==> src/rtl/grid_stream_reader_pkg.sv <==
// Shared types and default sizing for the grid stream reader.
package grid_stream_reader_pkg;

  // Default sizing; the top-level parameters override these per instance.
  localparam int DATA_WIDTH_DEF    = 16;
  localparam int ADDRESS_WIDTH_DEF = 12;
  localparam int GRID_W_DEF        = 50;
  localparam int GRID_H_DEF        = 50;

  // Width of the row and column tags carried alongside each word.
  localparam int TAG_WIDTH = 8;

  // Scan controller states.
  typedef enum logic [1:0] {
    ST_IDLE  = 2'd0,
    ST_RUN   = 2'd1,
    ST_DRAIN = 2'd2
  } state_e;

endpackage

==> src/rtl/grid_stream_reader_fifo2_reg.sv <==
// Two-entry register FIFO.
// The head entry sits in a register and drives the consumer directly.
// The caller's credit logic guarantees that nothing is pushed into a full FIFO
// unless a pop happens in the same cycle.
module fifo2_reg #(
  parameter int ENTRY_WIDTH = 33
) (
  input  logic                   clk,
  input  logic                   rst,
  input  logic                   push,
  input  logic [ENTRY_WIDTH-1:0] push_entry,
  input  logic                   pop,
  output logic [1:0]             occ,
  output logic                   head_valid,
  output logic [ENTRY_WIDTH-1:0] head
);

  logic [ENTRY_WIDTH-1:0] head_q, head_d;
  logic [ENTRY_WIDTH-1:0] tail_q, tail_d;
  logic [1:0]             occ_q, occ_d;
  logic                   valid_q, valid_d;
  logic                   pop_s;

  // Next-state of the storage slots and occupancy for every push/pop combination.
  always_comb begin
    head_d = head_q;
    tail_d = tail_q;
    occ_d  = occ_q;
    pop_s  = pop & valid_q;
    case (occ_q)
      2'd0: begin
        if (push) begin
          head_d = push_entry;
          occ_d  = 2'd1;
        end else begin
          occ_d  = 2'd0;
        end
      end
      2'd1: begin
        if (push && pop_s) begin
          head_d = push_entry;
          occ_d  = 2'd1;
        end else if (push) begin
          tail_d = push_entry;
          occ_d  = 2'd2;
        end else if (pop_s) begin
          occ_d  = 2'd0;
        end else begin
          occ_d  = 2'd1;
        end
      end
      2'd2: begin
        if (pop_s) begin
          head_d = tail_q;
          if (push) begin
            tail_d = push_entry;
            occ_d  = 2'd2;
          end else begin
            occ_d  = 2'd1;
          end
        end else begin
          occ_d  = 2'd2;
        end
      end
      default: begin
        occ_d = 2'd0;
      end
    endcase
    valid_d = (occ_d != 2'd0);
  end

  // Storage and occupancy registers.
  always_ff @(posedge clk) begin
    if (rst) begin
      head_q  <= {ENTRY_WIDTH{1'b0}};
      tail_q  <= {ENTRY_WIDTH{1'b0}};
      occ_q   <= 2'd0;
      valid_q <= 1'b0;
    end else begin
      head_q  <= head_d;
      tail_q  <= tail_d;
      occ_q   <= occ_d;
      valid_q <= valid_d;
    end
  end

  assign occ        = occ_q;
  assign head_valid = valid_q;
  assign head       = head_q;

endmodule

==> src/rtl/grid_stream_reader.sv <==
// Scans the grid RAM in row-major order and streams the words out with
// row, column and last tags.
// The RAM read latency is hidden by an issue-credit scheme feeding a two-entry FIFO.
module grid_stream_reader import grid_stream_reader_pkg::*; #(
  parameter int DATA_WIDTH    = DATA_WIDTH_DEF,
  parameter int ADDRESS_WIDTH = ADDRESS_WIDTH_DEF,
  parameter int GRID_W        = GRID_W_DEF,
  parameter int GRID_H        = GRID_H_DEF,
  parameter int BASE_ADDR     = 0
) (
  input  logic                     clk,
  input  logic                     rst,
  input  logic                     start,
  output logic                     busy,
  output logic                     done,
  output logic [ADDRESS_WIDTH-1:0] mem_addr,
  output logic                     mem_write_en,
  output logic [DATA_WIDTH-1:0]    mem_data_in,
  input  logic [DATA_WIDTH-1:0]    mem_data_out,
  output logic [DATA_WIDTH-1:0]    out_data,
  output logic [7:0]               out_row,
  output logic [7:0]               out_col,
  output logic                     out_last,
  output logic                     out_valid,
  input  logic                     out_ready
);

  localparam int ENTRY_WIDTH = 1 + 2 * TAG_WIDTH + DATA_WIDTH;
  localparam int TAG_BITS    = 1 + 2 * TAG_WIDTH;
  localparam logic [ADDRESS_WIDTH-1:0] FIRST_ADDR = ADDRESS_WIDTH'(BASE_ADDR);
  localparam logic [ADDRESS_WIDTH-1:0] LAST_ADDR  = ADDRESS_WIDTH'(BASE_ADDR + GRID_W * GRID_H - 1);
  localparam logic [ADDRESS_WIDTH-1:0] ADDR_ONE   = ADDRESS_WIDTH'(1);
  localparam logic [7:0]               COL_LAST   = 8'(GRID_W - 1);

  state_e                   state_q, state_d;
  logic                     busy_q, busy_d;
  logic                     done_q, done_d;
  logic [ADDRESS_WIDTH-1:0] addr_q, addr_d;
  logic [7:0]               row_q, row_d;
  logic [7:0]               col_q, col_d;
  logic                     inflight_q, inflight_d;
  logic [TAG_BITS-1:0]      itag_q, itag_d;

  logic [1:0]             occ_s;
  logic                   head_valid_s;
  logic [ENTRY_WIDTH-1:0] head_s;
  logic                   pop_s;
  logic                   issue_s;
  logic                   issue_last_s;

  assign pop_s        = head_valid_s & out_ready;
  assign issue_last_s = (addr_q == LAST_ADDR);
  // Credit check: words already buffered or in flight, less the one leaving now, must leave room.
  assign issue_s      = (state_q == ST_RUN) &&
                        (({1'b0, occ_s} + {2'b00, inflight_q}) < (3'd2 + {2'b00, pop_s}));

  // Scan FSM, address/index counters and issue bookkeeping.
  always_comb begin
    state_d    = state_q;
    addr_d     = addr_q;
    row_d      = row_q;
    col_d      = col_q;
    inflight_d = 1'b0;
    itag_d     = itag_q;
    done_d     = 1'b0;
    case (state_q)
      ST_IDLE: begin
        // The done cycle still belongs to the scan that just finished, so start is not taken then.
        if (start && !done_q) begin
          state_d = ST_RUN;
          addr_d  = FIRST_ADDR;
          row_d   = 8'd0;
          col_d   = 8'd0;
        end else begin
          state_d = ST_IDLE;
        end
      end
      ST_RUN: begin
        if (issue_s) begin
          inflight_d = 1'b1;
          itag_d     = {issue_last_s, row_q, col_q};
          if (issue_last_s) begin
            state_d = ST_DRAIN;
          end else begin
            addr_d = addr_q + ADDR_ONE;
            if (col_q == COL_LAST) begin
              col_d = 8'd0;
              row_d = row_q + 8'd1;
            end else begin
              col_d = col_q + 8'd1;
            end
          end
        end else begin
          state_d = ST_RUN;
        end
      end
      ST_DRAIN: begin
        if (pop_s && head_s[ENTRY_WIDTH-1]) begin
          state_d = ST_IDLE;
          done_d  = 1'b1;
        end else begin
          state_d = ST_DRAIN;
        end
      end
      default: begin
        state_d = ST_IDLE;
      end
    endcase
    busy_d = (state_d != ST_IDLE);
  end

  // Controller registers.
  always_ff @(posedge clk) begin
    if (rst) begin
      state_q    <= ST_IDLE;
      busy_q     <= 1'b0;
      done_q     <= 1'b0;
      addr_q     <= FIRST_ADDR;
      row_q      <= 8'd0;
      col_q      <= 8'd0;
      inflight_q <= 1'b0;
      itag_q     <= {TAG_BITS{1'b0}};
    end else begin
      state_q    <= state_d;
      busy_q     <= busy_d;
      done_q     <= done_d;
      addr_q     <= addr_d;
      row_q      <= row_d;
      col_q      <= col_d;
      inflight_q <= inflight_d;
      itag_q     <= itag_d;
    end
  end

  // Word returning from the RAM joins its tags one cycle after issue.
  fifo2_reg #(
    .ENTRY_WIDTH(ENTRY_WIDTH)
  ) u_fifo (
    .clk        (clk),
    .rst        (rst),
    .push       (inflight_q),
    .push_entry ({itag_q, mem_data_out}),
    .pop        (pop_s),
    .occ        (occ_s),
    .head_valid (head_valid_s),
    .head       (head_s)
  );

  assign busy         = busy_q;
  assign done         = done_q;
  assign mem_addr     = addr_q;
  assign mem_write_en = 1'b0;
  assign mem_data_in  = {DATA_WIDTH{1'b0}};
  assign out_valid    = head_valid_s;
  assign out_data     = head_s[DATA_WIDTH-1:0];
  assign out_col      = head_s[DATA_WIDTH+TAG_WIDTH-1:DATA_WIDTH];
  assign out_row      = head_s[DATA_WIDTH+2*TAG_WIDTH-1:DATA_WIDTH+TAG_WIDTH];
  assign out_last     = head_s[ENTRY_WIDTH-1];

endmodule
==> config.mk <==
export PLATFORM = sky130hd
export DESIGN_NAME = grid_stream_reader
export DESIGN_NICKNAME = d
export VERILOG_FILES = /design/src/rtl/grid_stream_reader_pkg.sv /design/src/rtl/grid_stream_reader_fifo2_reg.sv /design/src/rtl/grid_stream_reader.sv
export SDC_FILE = /design/constraint.sdc
export NUM_CORES = 1
export LEC_CHECK = 0
export BUFFER_PORTS_ARGS = -buffer_cell sky130_fd_sc_hd__buf_2
export CAP_MARGIN = 30
export CORE_ASPECT_RATIO = 1.25
export CORE_MARGIN = 2
export CORE_UTILIZATION = 51
export DETAILED_ROUTE_END_ITERATION = 10
export PLACE_DENSITY = 0.74
export SYNTH_ARGS = -nofsm -noshare
export SYNTH_HDL_FRONTEND = slang
export SYNTH_SLANG_ARGS = --single-unit
==> constraint.sdc <==
create_clock -name clk -period 2.8 [get_ports clk]
set_clock_uncertainty 0.2 [all_clocks]
set_input_delay 0 -clock clk [delete_from_list [all_inputs] [get_ports clk]]
set_output_delay 0 -clock clk [all_outputs]
set_load 0.05 [all_outputs]
==> impl_metrics.py <==
metrics = {
    "finish": {
        "syn2layout_area_growth_pct": 23.9,
        "drive_gt1_share_pct": 17.0,
        "fillers": 857,
        "multi_input_area_sq_um": 2540,
        "fin_area_sq_um": 6420,
        "regArea_sq_um": 2380,
        "antenna_cells": 0,
        "final_nets": 727,
    },
    "grt": {
        "antenna_found_initial": 0,
        "grtUsageTotal_pct": 22.7,
        "overflow": 0,
        "grt_pass1_vias": 4396,
        "grt_max_degree": 67,
        "grt_pass1_wl_um": 19800,
    },
    "logic_synthesis": {
        "synthAdderAreaFrac_pct": 2.17,
        "ys_ff_latch": 119,
        "synth-xor-area-share_pct": 0.507,
        "syn_inst": 611,
        "synth_cell_types": 50,
        "synth_edf_count": 0,
        "synthMuxAreaShare_pct": 6.57,
        "synth_async_sr_flop_share_pct": 0,
        "avgSynthCellArea_sq_um": 8.48,
        "ys.flop_type": "dfxtp_1",
        "yosysSeqAreaShare_pct": 46.0,
        "synth_top_family_by_area": "simple AND/OR/NAND/NOR gates",
        "synth-compound-area-share_pct": 18.4,
        "ys_warn_count": 0,
        "syn_area_sq_um": 5180,
        "synthSimpleGateAreaFrac_pct": 20.0,
    },
    "place": {
        "place_ws_ps": 231,
        "io_buffers": 67,
        "placed_cell_area_sq_um": 5570,
        "gp_congestion": 0.841,
        "hpwlAfterDp_um": 7680,
    },
    "clock_network": {
        "cts_tree": "built",
        "ctsResizeCount": 0,
        "clk_latency_ps": 410,
        "cts_buffers": 17,
        "cts_sinks": 119,
        "cts-root-buf": "clkbuf_16",
        "cts.htree.levels": 4,
        "clk_pin_slew_ps": 50,
        "clockBufferDepth": 2,
    },
    "drt": {
        "dr_total_vias": 4562,
        "first_pass_iters": 5,
        "drt_drc_violations_left": 0,
        "detail-route-antenna-nets": 0,
        "drtIter0Drc": 229,
        "routedWlPerCell_um": 14.2,
        "drt-vias-per-instance": 5.43,
        "wirelength_um": 11900,
    },
    "floorplan": {
        "row_count": 41,
        "die_y_um": 117,
        "initial_utilization_pct": 51.8,
        "io_pins": 85,
        "core_sq_um": 10000,
        "fp.dieW_um": 94.1,
        "die_area_sq_um": 11000,
    },
    "critical_path": {
        "crit_fanout": 33,
        "startpoint_type": "flop",
        "cp_data_required_time_ps": 2940,
        "critical_path_class": "flop to flop",
        "worst_ep_arrival_time_ps": 2740,
        "crit_path_end_kind": "flop",
    },
    "sta": {
        "finalCritPeriodShare_pct": 93.0,
        "fmax_ghz": 0.384,
        "rsz0062_at_grt": "no",
        "relSlewSlack_pct": 58.9,
        "hold_violations": 0,
        "setup_slack_ps": 197,
        "fin_crit_ps": 2600,
        "worst_pin_slew_ps": 617,
        "setup_tns_ps": 0,
        "maxSlewViolCount": 0,
        "finalSetupViolCount": 0,
    },
    "power": {
        "leakagePower_nw": 2.69,
        "ir_worst_vdd_v": 0.000436,
        "p_per_area_nw_per_um2": 687,
    },
    "worst_hold_path": {
        "hold_path.class": "input port to flop",
    },
    "run": {
        "maxCapViolations": 0,
    },
    "run_status": {
        "status": "completed",
    },
}
## what timing repair did
action	in CTS	in global routing
buffers inserted	0	0
endpoints found under the hold margin	39	0
hold buffers	26	0
## cell families after synthesis
kind of cell | after synthesis
flip-flops | 119
XOR/XNOR | 3
buffers and inverters | 65
AND/OR/NAND/NOR | 226
AO/OA/AOI/OAI | 154
adder cells (fa/ha/maj) | 9
other | 1
multiplexers | 34
## power by group
part	switching (mW)	internal, mW	total, mW	leakage, nW
Clock	0.715	1.41	2.13	0.281
Sequential	0.0348	1.74	1.78	0.964
Combinational	0.361	0.140	0.501	1.45
## registers in the layout (all words and copies together) (netlist names)
register and cells:
itag_q 17, u_fifo.tail_q 33, inflight_q 1, u_fifo.occ 2
mem_addr 12, col_q 8, busy 1, done 1
u_fifo.head 33, u_fifo.head_valid 1, state_q 2, row_q 8
## layer usage
layer / vias to the layer above / track usage [%] / wire (um)
li1: 2294 / - / -
met3: 15 / 5.74 / 449
met5: - / 0 / 0
met2: 101 / 40.6 / 6160
met1: 2152 / 25.8 / 5110
met4: 0 / 9.18 / 168
## metrics by stage
step                total power [mW]  hold slack, ps  util, %  instances
floorplan                       2.20            -121        -        627
global placement                2.28            54.2     55.7        782
detailed placement              2.29            61.3     55.7        782
CTS                             4.44             189     64.1        840
global route                    4.57             218     64.1        840
finish                          4.41             195     64.1        840
## placed cells by master, fill, tap and decap left out, types with 20 or more instances in the layout
cell type | synthesis | final
dfxtp_1 | 119 | 119
nand2_1 | 114 | 114
a21oi_1 | 69 | 69
buf_2 | 9 | 67
nor2_1 | 50 | 50
a211oi_1 | 37 | 37
mux2i_1 | 34 | 34
dlygate4sd3_1 | 0 | 26
o21ai_0 | 21 | 20
## worst max-delay path, stage by stage (launching register included)
cell	delay (ps)
dfxtp_1	340
nand2_1	130
inv_1	100
ha_1	210
inv_1	60
o2bb2ai_1	140
and2_1	160
buf_4	340
nand2_1	100
a21oi_1	160
dlygate4sd3_1	600
## synthesized netlist by cell type, types with 2 or more instances
library cell | number | area (sq um)
a211oi_1 | 37 | 278
a21boi_0 | 2 | 15.0
a21o_1 | 3 | 22.5
a21oi_1 | 69 | 345
a31oi_1 | 3 | 18.8
a41oi_1 | 2 | 17.5
and2_1 | 3 | 18.8
and3_1 | 6 | 37.5
buf_1 | 3 | 11.3
buf_2 | 9 | 45.0
buf_4 | 19 | 143
clkbuf_1 | 26 | 97.6
dfxtp_1 | 119 | 2380
ha_1 | 9 | 113
inv_1 | 8 | 30.0
mux2i_1 | 34 | 340
nand2_1 | 114 | 428
nand2b_1 | 4 | 25.0
nand3_1 | 15 | 75.1
nand4_1 | 6 | 37.5
nand4b_1 | 2 | 17.5
nor2_1 | 50 | 188
nor2b_1 | 4 | 25.0
nor4_1 | 2 | 12.5
o21ai_0 | 21 | 105
o21ai_1 | 2 | 10.0
o31a_1 | 2 | 17.5
o31ai_1 | 4 | 30.0
or2_2 | 3 | 18.8
or3_1 | 6 | 37.5
or4_1 | 4 | 30.0
xnor2_1 | 2 | 17.5
## path summary, 6_finish.rpt
check / from / end / slack (ps) / cells after the start
max reg2reg: u_fifo.head_valid / u_fifo.tail_q[8] / 200 / 10
min reg2reg: u_fifo.tail_q[24] / u_fifo.tail_q[24] / 250 / 2
max: u_fifo.head_valid / u_fifo.tail_q[8] / 200 / 10
min: mem_data_out[13] / u_fifo.tail_q[13] / 200 / 4
## cell type report
cell class / instances / area share [%]
multi-input cells: 443 / 39.6
flip-flops and latches: 119 / 37.1
repair buffers: 109 / 11.2
clock buffers: 23 / 7.14
well taps: 129 / 2.52
clock inverters: 9 / 1.95
inverters: 8 / 0.468
Note: power is estimated with default switching activity, not from simulation.
